## src/rtl/tick_monitor_pkg.sv

```systemverilog
// Shared types for the tick strobe checker: FSM states, per-cycle event codes
// and the saturating error-count helper.
package tick_monitor_pkg;

  typedef enum logic [1:0] {
    SEARCH  = 2'd0,
    ACQUIRE = 2'd1,
    LOCKED  = 2'd2,
    LOST    = 2'd3
  } state_e;

  typedef enum logic [1:0] {
    EV_NONE  = 2'd0,
    EV_GOOD  = 2'd1,
    EV_EARLY = 2'd2,
    EV_MISS  = 2'd3
  } event_e;

  localparam int unsigned ERR_W = 8;

  function automatic logic [ERR_W-1:0] sat_inc(input logic [ERR_W-1:0] v);
    return (v == '1) ? v : v + 1'b1;
  endfunction

endpackage

```

## src/rtl/tick_interval_cnt.sv

```systemverilog
// Saturating interval counter: load-1 on tick, hold or increment otherwise,
// with an equality flag at the timeout value.
module tick_interval_cnt
  import tick_monitor_pkg::*;
#(
  parameter int unsigned CNT_W = 20,
  parameter int unsigned LIMIT = 1001001
) (
  input  logic             clk_i,
  input  logic             rst_n_i,
  input  logic             load_i,
  input  logic             hold_i,
  output logic [CNT_W-1:0] cnt_o,
  output logic             at_limit_o
);

  logic [CNT_W-1:0] cnt_q, cnt_d;

  always_comb begin
    cnt_d = cnt_q;
    if (load_i) begin
      cnt_d = CNT_W'(1);
    end else if (!hold_i && (cnt_q != '1)) begin
      cnt_d = cnt_q + 1'b1;
    end
  end

  always_ff @(posedge clk_i or negedge rst_n_i) begin
    if (!rst_n_i) begin
      cnt_q <= '0;
    end else begin
      cnt_q <= cnt_d;
    end
  end

  assign cnt_o      = cnt_q;
  assign at_limit_o = (cnt_q == CNT_W'(LIMIT));

endmodule

```

## src/rtl/tick_monitor.sv

```systemverilog
// Receive-side checker for a periodic single-cycle tick: measures intervals,
// locks after LOCK_COUNT good intervals, and flags early or missing ticks.
module tick_monitor
  import tick_monitor_pkg::*;
#(
  parameter int unsigned CNT_W      = 20,
  parameter int unsigned NOM_PERIOD = 1000000,
  parameter int unsigned TOL        = 1000,
  parameter int unsigned LOCK_COUNT = 4
) (
  input  logic             i_clk,
  input  logic             i_rst_n,
  input  logic             i_tick,
  input  logic             i_clear,
  output logic             o_locked,
  output logic [CNT_W-1:0] o_period,
  output logic             o_period_vld,
  output logic             o_early,
  output logic             o_miss,
  output logic [ERR_W-1:0] o_err_cnt
);

  localparam int unsigned TIMEOUT   = NOM_PERIOD + TOL + 1;
  localparam int unsigned EARLY_LIM = (TOL >= NOM_PERIOD) ? 0 : NOM_PERIOD - TOL;
  localparam int unsigned GOOD_W    = $clog2(LOCK_COUNT + 1);

  if ((64'(NOM_PERIOD) + 64'(TOL) + 64'd1) >= (64'd1 << CNT_W)) begin : g_cnt_w_chk
    $error("tick_monitor: CNT_W too narrow for NOM_PERIOD+TOL+1");
  end
  if (LOCK_COUNT < 1) begin : g_lock_chk
    $error("tick_monitor: LOCK_COUNT must be at least 1");
  end

  state_e             state_q;
  logic [GOOD_W-1:0]  good_q;
  logic [CNT_W-1:0]   period_q;
  logic               vld_q, early_q, miss_q;
  logic [ERR_W-1:0]   err_q;

  logic [CNT_W-1:0]   cnt;
  logic               at_limit;
  logic               tracking;
  event_e             ev;

  tick_interval_cnt #(
    .CNT_W (CNT_W),
    .LIMIT (TIMEOUT)
  ) u_cnt (
    .clk_i      (i_clk),
    .rst_n_i    (i_rst_n),
    .load_i     (i_tick),
    .hold_i     (state_q == LOST),
    .cnt_o      (cnt),
    .at_limit_o (at_limit)
  );

  assign tracking = (state_q == ACQUIRE) || (state_q == LOCKED);

  // Timeout wins over a coincident tick; any tick that is not early or a
  // timeout is necessarily in-window, as the counter restarts on every tick.
  always_comb begin
    ev = EV_NONE;
    if (tracking) begin
      if (at_limit) begin
        ev = EV_MISS;
      end else if (i_tick) begin
        ev = (cnt < CNT_W'(EARLY_LIM)) ? EV_EARLY : EV_GOOD;
      end
    end
  end

  always_ff @(posedge i_clk or negedge i_rst_n) begin
    if (!i_rst_n) begin
      state_q  <= SEARCH;
      good_q   <= '0;
      period_q <= '0;
      vld_q    <= 1'b0;
      early_q  <= 1'b0;
      miss_q   <= 1'b0;
      err_q    <= '0;
    end else begin
      vld_q   <= 1'b0;
      early_q <= 1'b0;
      miss_q  <= 1'b0;
      if (i_clear) begin
        state_q <= SEARCH;
        good_q  <= '0;
        err_q   <= '0;
      end else begin
        if ((ev == EV_EARLY) || (ev == EV_MISS)) begin
          err_q <= sat_inc(err_q);
        end
        if ((ev == EV_GOOD) || (ev == EV_EARLY)) begin
          period_q <= cnt;
          vld_q    <= 1'b1;
        end
        early_q <= (ev == EV_EARLY);
        miss_q  <= (ev == EV_MISS);
        case (state_q)
          SEARCH, LOST: begin
            if (i_tick) begin
              state_q <= ACQUIRE;
              good_q  <= '0;
            end
          end
          ACQUIRE, LOCKED: begin
            case (ev)
              EV_MISS: begin
                good_q  <= '0;
                state_q <= i_tick ? ACQUIRE : ((state_q == ACQUIRE) ? SEARCH : LOST);
              end
              EV_EARLY: begin
                good_q  <= '0;
                state_q <= ACQUIRE;
              end
              EV_GOOD: begin
                if (state_q == ACQUIRE) begin
                  good_q <= good_q + 1'b1;
                  if (good_q == GOOD_W'(LOCK_COUNT - 1)) begin
                    state_q <= LOCKED;
                  end
                end
              end
              default: ;
            endcase
          end
          default: state_q <= SEARCH;
        endcase
      end
    end
  end

  assign o_locked     = (state_q == LOCKED);
  assign o_period     = period_q;
  assign o_period_vld = vld_q;
  assign o_early      = early_q;
  assign o_miss       = miss_q;
  assign o_err_cnt    = err_q;

endmodule
```

## config.mk

```make
export PLATFORM = sky130hd
export DESIGN_NAME = tick_monitor
export DESIGN_NICKNAME = d
export VERILOG_FILES = /design/src/rtl/tick_monitor_pkg.sv /design/src/rtl/tick_interval_cnt.sv /design/src/rtl/tick_monitor.sv
export SDC_FILE = /design/constraint.sdc
export NUM_CORES = 1
export LEC_CHECK = 0
export ABC_AREA = 0
export BUFFER_PORTS_ARGS = -buffer_cell sky130_fd_sc_hd__buf_2
export CORE_MARGIN = 2
export CORE_UTILIZATION = 55
export CTS_CLUSTER_SIZE = 12
export DETAILED_ROUTE_END_ITERATION = 10
export GPL_TIMING_DRIVEN = 0
export PLACE_DENSITY = 0.76
export SETUP_SLACK_MARGIN = 0.02
export SLEW_MARGIN = 20
export SYNTH_ARGS = -nofsm -noshare
export SYNTH_HDL_FRONTEND = slang
export SYNTH_SLANG_ARGS = --single-unit
```

## constraint.sdc

```tcl
create_clock -name i_clk -period 2.5 [get_ports i_clk]
set_input_delay 0.5 -clock i_clk [delete_from_list [all_inputs] [get_ports i_clk]]
set_output_delay 0.5 -clock i_clk [all_outputs]
set_load 0.1 [all_outputs]
```

After elaboration in Yosys (flattened, before gate mapping)

Index checks and enable logic that the tools add are counted.

Logic and storage cells: 70
Output and inout bits: 32
Register bits: 56
Input bits: 4

Multiplexer cells: 26
$lt $le $gt $ge: 1
Reduce and logical (&&, ||, !) cells: 15
Equal/unequal tests: 16
$add $sub $neg: 3
Bitwise operators: 1

Operator list:

| kind                                                 | count |
|---|---|
| 2-to-1 mux 20 bit                                    | 2 |
| 2-to-1 mux 8 bit                                     | 3 |
| adder 20 x 1 -> 20 bit (second input constant)       | 1 |
| equality test 20 bit (second input constant)         | 1 |
| < comparator 20 bit (second input constant)          | 1 |
| 2-to-1 mux 2 bit                                     | 10 |
| != test 20 bit (second input constant)               | 1 |
| != test 4 bit (second input constant)                | 3 |
| case mux 3 bit (2 select lines)                      | 2 |
| 2-to-1 mux 3 bit                                     | 3 |
| adder 8 x 1 -> 8 bit (second input constant)         | 1 |
| equality test 2 bit (second input constant)          | 4 |
| equality test 8 bit (second input constant)          | 1 |
| case mux 2 bit (3 select lines)                      | 1 |
| OR reduction 2 bit                                   | 3 |
| != test 5 bit (second input constant)                | 1 |
| equality test 2 x 1 -> 1 bit (second input constant) | 2 |
| 2-to-1 mux 1 bit                                     | 4 |
| case mux 2 bit (2 select lines)                      | 1 |
| AND reduction 2 bit                                  | 2 |
| AND reduction 4 bit                                  | 1 |
| nonzero test 2 bit                                   | 2 |
| adder 3 x 1 -> 3 bit (second input constant)         | 1 |
| equality test 3 x 2 -> 1 bit (second input constant) | 1 |
| other kinds (8)                                      | 10 |

Longest topological paths before layout

Depth after elaboration: 10
Mapped depth: 9
Mapped depth without buffers: 8

By module

From an unflattened synthesis, not the netlist that was laid out.

Cell total of the unflattened synthesis: 294
Area, all modules: 3,017.9 um^2

By module, submodules not included:

| module            | area each (um^2) | times used | cells an instance | seq. area each (um^2) |
|---|---|---|---|---|
| tick_monitor      | 1,752.9          | 1          | 153               | 900.9 |
| tick_interval_cnt | 1,265.0          | 1          | 141               | 500.5 |

Least setup slack after synthesis

No wires, ideal clock.

Path type: flip-flop to flip-flop
Start point: register err_q[0], in the netlist o_err_cnt[0]
End point: register err_q[5], in the netlist o_err_cnt[5]
Path buffers: 1
Arrival time: 2,224 ps
Stages on the path, launching flop included: 8
Path slack: 151 ps
Required time: 2,375 ps
Cells stage by stage: dfrtp_1 -> ha_1 -> nand2_1 -> nor3_1 -> a311oi_2 -> buf_6 -> nand4_2 -> mux2_4

Word-level cells in the longest chain between the ends: 4

RTL lines:

| item                   | RTL line               | source |
|---|---|---|
| from (decl)            | tick_monitor.sv:38     | `logic [ERR_W-1:0] err_q;` |
| from (signal assigned) | tick_monitor.sv:91     | `err_q <= sat_inc(err_q);` |
| adder 8 x 1 -> 8 bit   | tick_monitor_pkg.sv:22 | `return (v == '1) ? v : v + 1'b1;` |
| 2-to-1 mux 8 bit       | tick_monitor_pkg.sv:22 |  |
| 2-to-1 mux 8 bit       | tick_monitor.sv:90     | `if ((ev == EV_EARLY) \|\| (ev == EV_MISS)) begin` |
| 2-to-1 mux 8 bit       | tick_monitor.sv:85     | `if (i_clear) begin` |

Parallel ways exist; a longest one is shown, timed or not. The select of a mux whose other input is x is not followed.
A chain may end at the register's enable or synchronous reset.

Final worst setup path

Start point: register u_cnt.cnt_q[11], in the netlist u_cnt.cnt_o[11]
End point: register period_q[16], in the netlist o_period[16]

Word-level cells in the longest chain between the ends: 8

RTL lines:

| item                                                                       | RTL line                | source |
|---|---|---|
| from (decl)                                                                | tick_interval_cnt.sv:17 | `logic [CNT_W-1:0] cnt_q, cnt_d;` |
| from (signal assigned)                                                     | tick_interval_cnt.sv:32 | `cnt_q <= cnt_d;` |
| < comparator 20 bit                                                        | tick_monitor.sv:67      | `ev = (cnt < CNT_W'(EARLY_LIM)) ? EV_EARLY : EV_GOOD;` |
| 2-to-1 mux 2 bit                                                           | tick_monitor.sv:67      |  |
| 2-to-1 mux 2 bit                                                           | tick_monitor.sv:66      | `end else if (i_tick) begin` |
| 2-to-1 mux 2 bit *                                                         | tick_monitor.sv:64      | `if (at_limit) begin` |
| 2-to-1 mux 2 bit *                                                         | tick_monitor.sv:63      | `if (tracking) begin` |
| equality test 2 x 1 -> 1 bit / equality test 2 bit (equally long branches) | tick_monitor.sv:93      | `if ((ev == EV_GOOD) \|\| (ev == EV_EARLY)) begin` |
| logical OR 1 bit *                                                         | tick_monitor.sv:93      |  |
| AND reduction 2 bit (no line) *                                            | -                       |  |
| to (signal assigned)                                                       | tick_monitor.sv:94      | `period_q <= cnt;` |
| to (decl)                                                                  | tick_monitor.sv:36      | `logic [CNT_W-1:0] period_q;` |

Every way passes the cells marked *; elsewhere a longest branch is shown, timed or not.

==> out/metrics.cfg <==
[run_status]
status = finished, final reports clean

[yosys]
async_reset_ff_share_pct = 100.0
synth.most_common_cell = dfrtp_1
synth_warnings = 0
synth.largest_area_cell = dfrtp_1
yosys-top-cells-area = dfrtp_1 (50%), mux2_2 (9.3%), nor2_1 (4.2%), ha_1 (3.6%), xor2_1 (3.4%)
syn_area_per_cell_um2 = 10.67
synth_commonest_cells = dfrtp_1 (56), nor2_1 (31), mux2_2 (23)
synth_cell_types = 47
syn_area_um2 = 2796
synth-seq-cells = 56
synth_ff_type = dfrtp_1
yosysSeqAreaShare_pct = 50.11
syn-num-nets = 274
synth_edf_count = 0
synth_top_area_share_pct = 50.11
synthCells = 262

[power_and_ir_drop]
ir_worst_vdd_mv = 0.2974
powerDensity_nw_per_um2 = 579.9
power.total_mw = 1.871
power.leakage_nw = 1.590

[worst_setup_path]
r2r-start = u_cnt.cnt_o[11]
startpoint = u_cnt.cnt_o[11]
path_class = reg2reg
path_max_fanout = 10
worstPathRequired_ns = 2.69
start_kind = register
r2r_slack_ns = 0.12
arrival_ns = 2.57
crit_path_end_kind = register

[route]
drt-pass1-iter-count = 4
routed_via_density = 5.466
drtIter0Drc = 80
dr_total_vias = 2066
drc_errors = 0
drtAntennaViolNets = 0
wire_per_inst_um = 14.40
finalWirelength_um = 5442

[timing]
hold_viol = 0
max_freq_mhz = 420.9
holdWs_ns = 0.2258
worstMarginPinSlew_ns = 0.6772
rsz0062_at_grt = no
fin_worst_skew_ns = 0.009643
timing.final.crit_share_pct = 95.03
setup_viol = 0
slew_violations = 0
finalCriticalPeriod_ns = 2.376
slew_headroom_pct = 54.85

[global_routing]
grt_pass1_wl_um = 9301
grt_max_degree = 57
antenna_found_initial = 0
grt_usage_pct = 21.25
grt_pass1_vias = 2004
overflow = 0

[cts]
root_buffer = clkbuf_8
worstSkewPairLatency_ns = 0.31
cts_made_buffers = 5
clk_pin_slew_worst_paths_ns = 0.10
cts_tree = built
cts-htree-levels = 2
cts_sinks = 56
cts_hold_buf = 0
clk_path_buf_depth = 2

[cells_and_area]
antenna_cells = 0
syn_to_final_growth_pct = 15.39
nNetsFinal = 322
register_area_um2 = 1409
fillers = 381
fin_util_pct = 66.99
multi_input_area_um2 = 1323
drive_above_1_share_pct = 29.90

[floorplan]
die_area_um2 = 5671
start_util_pct = 58.05
die_x_um = 75.31
ioPinCount = 36
die_y_um = 75.31
rows = 25
coreArea_um2 = 4817

[placement]
globalplace.congestion = 0.8428
portBuffers = 33
detailed_place_hpwl_um = 3867

[job]
drv_cap = 0

[worst_hold_path]
hold_path.class = in2async

## timing repair
item | 4_1_cts | 5_1_grt
pin swaps | 2 | 2
resized for setup | 4 | 5
setup endpoints to repair | 17 | 8
setup buffers | 7 | 1
## worst paths after layout
path | to | depth (start not counted)
setup / recovery | o_period[16] | 6
hold / removal | good_q[1] | 1
setup reg to reg | o_period[16] | 6
hold reg to reg | o_period[1] | 2
max in group asynchronous | u_cnt.cnt_o[6] | 1
min in group i_clk | o_period[1] | 2
## state kept, by name, indices dropped and copies added, names as in the netlist
| register | flops |
|---|---|
| o_period | 20 |
| good_q | 3 |
| o_period_vld | 1 |
| o_err_cnt | 8 |
| u_cnt.cnt_o | 20 |
| state_q | 2 |
| o_early | 1 |
| o_miss | 1 |
## worst max-delay path: stages (launching register included)
cell and delay (ns):
dfrtp_1 0.42, or4b_4 0.54, nor4_4 0.33, nand2_2 0.15, nand3_2 0.21, buf_2 0.26, mux2_2 0.36
## cell families (layout without fill, tap and decap cells)
| family | count (synthesis) | in the layout | share of synthesized area (%) |
|---|---|---|---|
| adders and majority gates | 8 | 8 | 3.580 |
| buffers and inverters | 21 | 70 | 3.177 |
| xor gates and xnor gates | 14 | 14 | 4.385 |
| DFF | 56 | 56 | 50.11 |
| AOI/OAI and AO/OA | 34 | 34 | 8.680 |
| and+or+nand+nor | 102 | 102 | 19.20 |
| muxes | 27 | 27 | 10.87 |
## cells in the final DEF (no fill, tap or decap), drive strengths merged, types with 3 or more instances in the layout
master	n
mux2i	3
ha	8
clkbuf	13
a211oi	3
buf	43
or3	5
nor2	31
xor2	11
nor2b	3
a21oi	9
o21ai	6
mux2	24
inv	12
nand3	8
nor3	6
xnor2	3
nand4	11
dfrtp	56
nand2b	3
nand2	23
## per-layer routing
layer / up-vias / share of wire (%) / track usage (%) / wire [um]
met2: 39 / 49 / 34.69 / 2690
met4: 0 / 0.97 / 6.043 / 53
met3: 6 / 3.4 / 3.704 / 184
li1: 1025 / - / - / -
met5: - / 0 / 0 / 0
met1: 996 / 46 / 29.44 / 2514
## per-stage QoR
stage,setup WS [ns],TNS (ns),instances,cell area [um^2]
final,0.1242,0,378,3227
after global routing,0.03912,0,378,3227
after CTS,0.03178,0,377,3202
after detailed placement,-0.07719,-0.9556,362,3048
after global placement,-0.07121,-0.8835,362,3045
after floorplan,0.1508,0,262,2796
## report_power, final
part           internal [mW]  switching, mW  total, mW
clock network          0.222          0.284      0.506
registers              0.941         0.0306      0.971
logic                 0.0913          0.303      0.394
## area by class of cell
cell class,count,share of cell area (%)
Buffer,9,1.435
Tap cell,67,2.598
Timing Repair Buffer,41,7.057
Inverter,12,1.396
Clock inverter,2,0.3102
Multi-Input combinational cell,185,40.98
Clock buffer,6,2.559
Sequential cell,56,43.66
Note: power is estimated with default switching activity, not from simulation.
